**src/rtl/apb_lsu_master.sv**
```systemverilog
// RV32I load/store unit: one CPU request becomes one APB SETUP/ACCESS transfer,
// with byte-lane steering on stores and sign/zero extension on loads.
module apb_lsu_master #(
    parameter int unsigned TIMEOUT_CYCLES = 16
) (
    input  logic        clk,
    input  logic        reset,
    input  logic        req,
    input  logic        we,
    input  logic [2:0]  func3,
    input  logic [31:0] addr,
    input  logic [31:0] wData,
    output logic [31:0] rData,
    output logic        done,
    output logic        err,
    output logic        busy,
    output logic [31:0] PADDR,
    output logic        PSEL,
    output logic        PENABLE,
    output logic        PWRITE,
    output logic [31:0] PWDATA,
    output logic [3:0]  PSTRB,
    input  logic [31:0] PRDATA,
    input  logic        PREADY,
    input  logic        PSLVERR
);
    typedef enum logic [1:0] {S_IDLE, S_SETUP, S_ACCESS, S_DONE} state_t;

    localparam int CW = $clog2(TIMEOUT_CYCLES + 2);
    localparam logic [CW-1:0] TO_LIM = CW'(TIMEOUT_CYCLES);

    state_t        state_q;
    logic          we_q;
    logic [2:0]    func3_q;
    logic [1:0]    off_q;
    logic [CW-1:0] cnt_q;
    logic [31:0]   rdata_q, paddr_q, pwdata_q;
    logic [3:0]    pstrb_q;
    logic          done_q, err_q, busy_q, psel_q, penable_q, pwrite_q;

    logic          legal_d, aligned_d;
    logic [31:0]   pwdata_d, ld_d;
    logic [3:0]    pstrb_d;
    logic [7:0]    byte_d;
    logic [15:0]   half_d;

    // Request decode on the live inputs; only consumed in IDLE.
    always_comb begin
        legal_d = 1'b0;
        case (func3)
            3'b000, 3'b001, 3'b010: legal_d = 1'b1;
            3'b100, 3'b101:         legal_d = !we;
            default:                legal_d = 1'b0;
        endcase
        case (func3[1:0])
            2'b01:   aligned_d = !addr[0];
            2'b10:   aligned_d = (addr[1:0] == 2'b00);
            default: aligned_d = 1'b1;
        endcase
        pwdata_d = 32'h0;
        pstrb_d  = 4'b0000;
        if (we) begin
            case (func3[1:0])
                2'b00: begin
                    pwdata_d = {4{wData[7:0]}};
                    pstrb_d  = 4'b0001 << addr[1:0];
                end
                2'b01: begin
                    pwdata_d = {2{wData[15:0]}};
                    pstrb_d  = addr[1] ? 4'b1100 : 4'b0011;
                end
                default: begin
                    pwdata_d = wData;
                    pstrb_d  = 4'b1111;
                end
            endcase
        end
    end

    // Load lane select and extension from the latched request.
    always_comb begin
        case (off_q)
            2'd0:    byte_d = PRDATA[7:0];
            2'd1:    byte_d = PRDATA[15:8];
            2'd2:    byte_d = PRDATA[23:16];
            default: byte_d = PRDATA[31:24];
        endcase
        half_d = off_q[1] ? PRDATA[31:16] : PRDATA[15:0];
        case (func3_q)
            3'b000:  ld_d = {{24{byte_d[7]}}, byte_d};
            3'b001:  ld_d = {{16{half_d[15]}}, half_d};
            3'b100:  ld_d = {24'h0, byte_d};
            3'b101:  ld_d = {16'h0, half_d};
            default: ld_d = PRDATA;
        endcase
    end

    always_ff @(posedge clk) begin
        if (reset) begin
            state_q   <= S_IDLE;
            we_q      <= 1'b0;
            func3_q   <= 3'b0;
            off_q     <= 2'b0;
            cnt_q     <= '0;
            rdata_q   <= 32'h0;
            paddr_q   <= 32'h0;
            pwdata_q  <= 32'h0;
            pstrb_q   <= 4'b0;
            done_q    <= 1'b0;
            err_q     <= 1'b0;
            busy_q    <= 1'b0;
            psel_q    <= 1'b0;
            penable_q <= 1'b0;
            pwrite_q  <= 1'b0;
        end else begin
            done_q <= 1'b0;
            err_q  <= 1'b0;
            case (state_q)
                S_IDLE: if (req) begin
                    we_q    <= we;
                    func3_q <= func3;
                    off_q   <= addr[1:0];
                    busy_q  <= 1'b1;
                    if (legal_d && aligned_d) begin
                        state_q  <= S_SETUP;
                        psel_q   <= 1'b1;
                        paddr_q  <= {addr[31:2], 2'b00};
                        pwrite_q <= we;
                        pwdata_q <= pwdata_d;
                        pstrb_q  <= pstrb_d;
                    end else begin
                        // Rejected requests never touch the bus.
                        state_q <= S_DONE;
                        done_q  <= 1'b1;
                        err_q   <= 1'b1;
                    end
                end
                S_SETUP: begin
                    state_q   <= S_ACCESS;
                    penable_q <= 1'b1;
                end
                S_ACCESS: begin
                    if (PREADY) begin
                        state_q   <= S_DONE;
                        psel_q    <= 1'b0;
                        penable_q <= 1'b0;
                        done_q    <= 1'b1;
                        err_q     <= PSLVERR;
                        cnt_q     <= '0;
                        if (!we_q)
                            rdata_q <= PSLVERR ? 32'h0 : ld_d;
                    end else if (TIMEOUT_CYCLES != 0) begin
                        if (cnt_q + CW'(1) == TO_LIM) begin
                            state_q   <= S_DONE;
                            psel_q    <= 1'b0;
                            penable_q <= 1'b0;
                            done_q    <= 1'b1;
                            err_q     <= 1'b1;
                            cnt_q     <= '0;
                        end else begin
                            cnt_q <= cnt_q + CW'(1);
                        end
                    end
                end
                default: begin
                    state_q <= S_IDLE;
                    busy_q  <= 1'b0;
                end
            endcase
        end
    end

    assign rData   = rdata_q;
    assign done    = done_q;
    assign err     = err_q;
    assign busy    = busy_q;
    assign PADDR   = paddr_q;
    assign PSEL    = psel_q;
    assign PENABLE = penable_q;
    assign PWRITE  = pwrite_q;
    assign PWDATA  = pwdata_q;
    assign PSTRB   = pstrb_q;
endmodule

```
**config.mk**
```make
export PLATFORM = sky130hd
export DESIGN_NAME = apb_lsu_master
export DESIGN_NICKNAME = d
export VERILOG_FILES = /design/src/rtl/apb_lsu_master.sv
export SDC_FILE = /design/constraint.sdc
export NUM_CORES = 1
export LEC_CHECK = 0
export CAP_MARGIN = 20
export CELL_PAD_IN_SITES_DETAIL_PLACEMENT = 1
export CELL_PAD_IN_SITES_GLOBAL_PLACEMENT = 1
export CORE_MARGIN = 1.5
export CORE_UTILIZATION = 33
export DETAILED_ROUTE_END_ITERATION = 7
export GPL_ROUTABILITY_DRIVEN = 1
export PLACE_DENSITY_LB_ADDON = 0.1
export RECOVER_POWER = 50
export REMOVE_ABC_BUFFERS = 1
export SETUP_SLACK_MARGIN = 0.4
export SYNTH_ARGS = -nofsm -noshare
export SYNTH_HDL_FRONTEND = slang
export SYNTH_SLANG_ARGS = --single-unit
export TNS_END_PERCENT = 50
```
**constraint.sdc**
```tcl
create_clock -name clk -period 5.8 [get_ports clk]
set_clock_uncertainty 0.2 [all_clocks]
set_input_delay 1.45 -clock clk [delete_from_list [all_inputs] [get_ports clk]]
set_output_delay 1.45 -clock clk [all_outputs]
set_load 0.05 [all_outputs]
```
* After elaboration in Yosys (flattened, before gate mapping)
Index checks and enable logic that the tools add are counted.
** Cells by class
- $add $sub $neg :: 1
- Eq/ne operators :: 17
- Shifts and indexed selects :: 1
- Muxes and demuxes :: 33
- Bitwise gates (word level) :: 2
- Reductions and logical operators :: 21
** Operators with widths (number)
- 32-bit one-hot mux with 4 select lines :: 1
- 32-bit two-way mux :: 2
- 32-bit one-hot mux with 2 select lines :: 1
- 8-bit one-hot mux with 3 select lines :: 1
- 16-bit two-way mux :: 1
- 1-bit one-hot mux with 2 select lines :: 7
- 3-bit == test (second input constant) :: 4
- 1-bit two-way mux :: 10
- 5-bit two-way mux :: 2
- 2-bit zero test :: 4
- 2-bit two-way mux :: 4
- 4-bit two-way mux :: 2
- 4-bit one-hot mux with 2 select lines :: 1
- 2-bit AND reduction :: 4
- 2-bit by 1-bit == test with 1-bit output (second input constant) :: 3
- 2-bit == test (second input constant) :: 3
- 3-bit by 1-bit == test with 1-bit output (second input constant) :: 2
- 3-bit zero test :: 2
- 2-bit one-hot mux with 3 select lines :: 1
- 3-bit AND reduction :: 2
- 5-bit by 1-bit adder with 5-bit output (second input constant) :: 1
- 5-bit == test (second input constant) :: 1
- 2-bit inequality test (second input constant) :: 2
- 4-bit AND reduction :: 1
- other kinds (9) :: 13
** Storage, ports and cells
- Bits in registers :: 117
- Input port bits :: 105
- Output and inout port bits :: 106
- Word-level logic and storage cells :: 90

* Depth between registers and ports, before layout
- Depth after elaboration :: 7
- Gate-level depth with buffers :: 11
- Depth with buffers taken out :: 7

* Worst setup path after synthesis
Ideal clock, no wire load.
- Path kind :: input to register
- Start point :: input func3[0]
- End point :: register paddr_q[26] (netlist: PADDR[26])
- Data arrival time :: 2.967 ns
- Required time :: 5.529 ns
- Path slack :: 2.563 ns
- Stages :: 11
- Path buffers :: 4
- Path through :: inv_1 > ha_1 > buf_6 > or2_4 > buf_6 > o221a_1 > nand3_2 > buf_6 > buf_6 > nand2_1 > a21oi_1
** On the way
- Cells in the longest elaborated chain, start to end :: 5
- Elaborated cells between the ends (all ways) :: 13
- Classes of those cells :: 6 x eq/ne; 2 x mux; 5 x reduce/logical
** Ends and longest elaborated chain
- from (decl) :: line 10 : input logic [2:0] func3,
- 3-bit by 1-bit == test with 1-bit output, or another cell as far along :: line 50 : case (func3)
- 3-bit OR reduction / 2-bit OR reduction (equally long branches) :: line 50
- 1-bit one-hot mux with 2 select lines :: line 50
- 1-bit logical AND * :: line 124 : if (legal_d && aligned_d) begin
- 3-bit AND reduction (no source line) *
- to (signal assigned) :: line 127 : paddr_q <= {addr[31:2], 2'b00};
- to (decl) :: line 37 : logic [31:0] rdata_q, paddr_q, pwdata_q;
Every way passes the cells marked *; elsewhere a longest branch is shown, timed or not.
A chain may end at the register's enable or synchronous reset.

* Worst setup path in the final report
- Start point :: input reset
- End point :: register state_q[1]
** RTL lines
- from (decl) :: line 7 : input logic reset,
- to (signal assigned) :: line 100 : state_q <= S_IDLE;
- to (signal assigned) :: line 125 : state_q <= S_SETUP;
- to (signal assigned) :: line 133 : state_q <= S_DONE;
- to (decl) :: line 32 : state_t state_q;
No word-level cell between the ends.

==> impl_metrics.toml <==
[logic_synthesis]
muxShareOfSynthArea_pct = 2.29
synth_cells = 611
yosys_warnings = 0
yosys.area_share.simple_pct = 19.9
synthTopCellsByArea = "dfxtp_1, nand2_1, a21oi_1"
synth_cell_types = 54
synth-adder-area-share_pct = 1.71
ys_top_cells_by_count = "nand2_1, dfxtp_1, a21oi_1, nor2_1, clkbuf_1"
synth_top_family_by_area = "compound AO/OA/AOI/OAI gates"
synth_top_cell_by_area = "dfxtp_1"
synth_edf_count = 0
netlist_area_mm2 = 0.00513
synth_seq_cells = 117
seq_area_frac_synth_pct = 45.6
synth_compound_area_share_pct = 24.4
synth_xor_area_share_pct = 0
synth_top_flop_cell = "dfxtp_1"
synth-async-reset-ratio_pct = 0
synth.most_common_cell = "nand2_1"
syn_avg_cell_area_um2 = 8.40
synth.top_cell.area_share_pct = 45.6

[clock_network]
path_clk_slew_ns = 0.05
clkSinkCount = 117
worstSkewPairLatency_ns = 0.41
postCtsHoldBufs = 0
cts_max_path_buffers = 2
postCtsSetupBuffers = 0
cts-root-buf = "clkbuf_16"
numCtsBuffers = 17
cts_tree = "built"
htreeDepth = 4
cts_resized = 0

[detailed_routing]
drt-pass1-iter-count = 4
drt_iter0_drc = 235
ant_nets = 0
drc = 0
vias = 5186
viasPerCell = 5.20
wl_per_cell_um = 17.6
totalWireLength_mm = 17.6

[critical_path]
crit_required_ns = 5.72
critPathBufInv = 2
rrSetupSlack_ns = 2.95
crit_path_end_kind = "flop"
cpPeakStageDelay_ns = 2.87
cp_slowest_cell = "clkbuf_1"
crit_family = "buffers and inverters"
cp_cell_sequence = "buf_4, clkbuf_1, o32ai_1"
cp-startpoint = "reset"
endpoint = "state_q[1]$_SDFFE_PP0P_"
rr_worst_depth = 7
path_class = "in -> reg"
cp.arrival_ns = 4.80
path_depth = 3
worst-path-max-fanout = 93
rr_endpoint = "PWDATA[16]$_SDFFE_PP0P_"
critPathLaunchType = "input port"
r2r_start = "state_q[1]$_SDFFE_PP0P_"

[final_layout]
nNetsFinal = 908
area_growth_pct = 54.7
stdcell_count = 998
nFillCells = 1755
drive_gt1_share_pct = 5.81

[timing]
fmax_mhz = 205
period_minus_slack_ns = 4.88
hold_viol = 0
slew_viol_final = 94
period_share_pct = 84.2
finalSetupTns_ns = 0
rsz0062_at_grt = "no"
max_slew_margin_pct = -173
tightestPinTransition_ns = 4.10
setup-violations-final = 0

[die]
die_h_um = 128
rows = 45
die_area_mm2 = 0.0163
fp.dieW_um = 128
core_area_mm2 = 0.0152
start_util_pct = 33.8
ioPinCount = 211

[global_routing]
groute.usage.overall_pct = 21.7
grt_max_degree = 94
grt_pass1_wl_mm = 27.9
antenna_found_initial = 1
gr-total-overflow = 0
grt_busiest_layer = "met2"
grt_pass1_vias = 5364
met1_usage_pct = 26.4
grt_use_met2_pct = 36.9
grtUsageMet3_pct = 5.38

[pwr]
leakagePower_nw = 3.14
peakVddDrop_v = 0.000221
powerDensity_mw_per_mm2 = 353

[hold_path]
hold_class = "reg -> reg"
holdPathStages = 2

[flow_run]
drv_cap = 1

[place]
dp_cells = 964
port_buffers = 208
place_congestion = 0.755
hpwl_mm = 12.3

[run_status]
outcome = "finished with violations"
violations = "capacitance limit, slew limit"
## area by class of cell
cell class | count | area [µm²] | share of cell area (%)
Tap cell | 188 | 235 | 2.96
Clock inverter | 8 | 193 | 2.43
Sequential cell | 117 | 2340 | 29.5
Multi-Input combinational cell | 435 | 2500 | 31.4
Antenna cell | 1 | 2.50 | 0.0315
Clock buffer | 24 | 492 | 6.19
Timing Repair Buffer | 214 | 2140 | 27.0
Inverter | 11 | 41.3 | 0.520
## metrics by stage
stage               cell area (µm²)  total power [mW]  util (%)  setup slack [ns]  hold WS [ns]
global route                   7940              2.93      52.2             0.523         0.268
finish                         7940              2.81      52.2             0.916         0.249
floorplan                      4870              1.34         -              1.30         0.225
global placement               7230              1.59      47.6              1.09         0.240
CTS                            7920              2.84      52.1              1.28         0.254
detailed placement             7230              1.61      47.6             0.854         0.246
## how the worst min path moves through the flow
stage / end / slack [ns] / start
5_1_grt: PADDR[6]$_SDFFE_PP0P_ / 0.27 / PADDR[6]$_SDFFE_PP0P_
2_1_floorplan: we_q$_SDFFE_PP0P_ / 0.23 / we_q$_SDFFE_PP0P_
6_report: PWDATA[25]$_SDFFE_PP0P_ / 0.25 / PWDATA[25]$_SDFFE_PP0P_
3_5_place_dp: PWDATA[25]$_SDFFE_PP0P_ / 0.25 / PWDATA[25]$_SDFFE_PP0P_
4_1_cts: PWDATA[25]$_SDFFE_PP0P_ / 0.25 / PWDATA[25]$_SDFFE_PP0P_
3_3_place_gp: rData[4]$_SDFFE_PP0P_ / 0.24 / rData[4]$_SDFFE_PP0P_
## routing by layer
metal / part of all wire [%] / wire, µm
met1: 44 / 7700
met2: 49 / 8660
met3: 5.4 / 958
met4: 1.6 / 282
met5: 0 / 0
## cell usage in the layout (no fill, tap or decap), types with 3 or more instances in the layout
cell	Yosys	final
clkdlybuf4s50_1	0	117
o211ai_1	16	16
a21oi_1	90	90
nor2b_1	7	6
clkbuf_8	0	4
nand2b_1	19	19
nand2_1	138	138
a22o_1	17	17
a221o_1	7	7
o21ai_0	10	10
dlygate4sd3_1	0	90
ha_1	7	7
and2_1	3	3
nor2_1	34	34
dfxtp_1	117	117
mux2i_1	8	8
inv_1	11	11
clkbuf_16	0	17
clkbuf_1	29	4
nor3b_1	7	7
bufinv_16	0	6
a22oi_1	28	28
buf_4	3	5
o221ai_1	7	7
## where the power goes
group / switching (mW) / internal (mW) / leakage [nW] / total [mW]
Clock: 0.366 / 0.851 / 0.331 / 1.22
Combinational: 0.426 / 0.248 / 1.86 / 0.674
Sequential: 0.0505 / 0.865 / 0.947 / 0.916
Total: 0.843 / 1.96 / 3.14 / 2.81
## worst register-to-register path: stages (launching register included)
cell and delay (ns):
dfxtp_1 0.33, inv_1 0.09, ha_1 0.24, and2_1 0.35, nand3_2 0.59, buf_4 0.45, a22oi_1 0.23, nor2_1 0.07
## state kept, by name, summed over array words and instances, names as in the netlist, 2 cells and up
register / cells
PADDR: 30
PSTRB: 4
PWDATA: 32
cnt_q: 5
func3_q: 3
off_q: 2
rData: 32
state_q: 2
## cells by family after synthesis
kind of cell	Yosys count
buffers and inverters	60
adders and majority gates	7
muxes	10
AOI/OAI and AO/OA	192
and+or+nand+nor	224
other	1
DFF	117
Power figures use the tool's default switching activity.
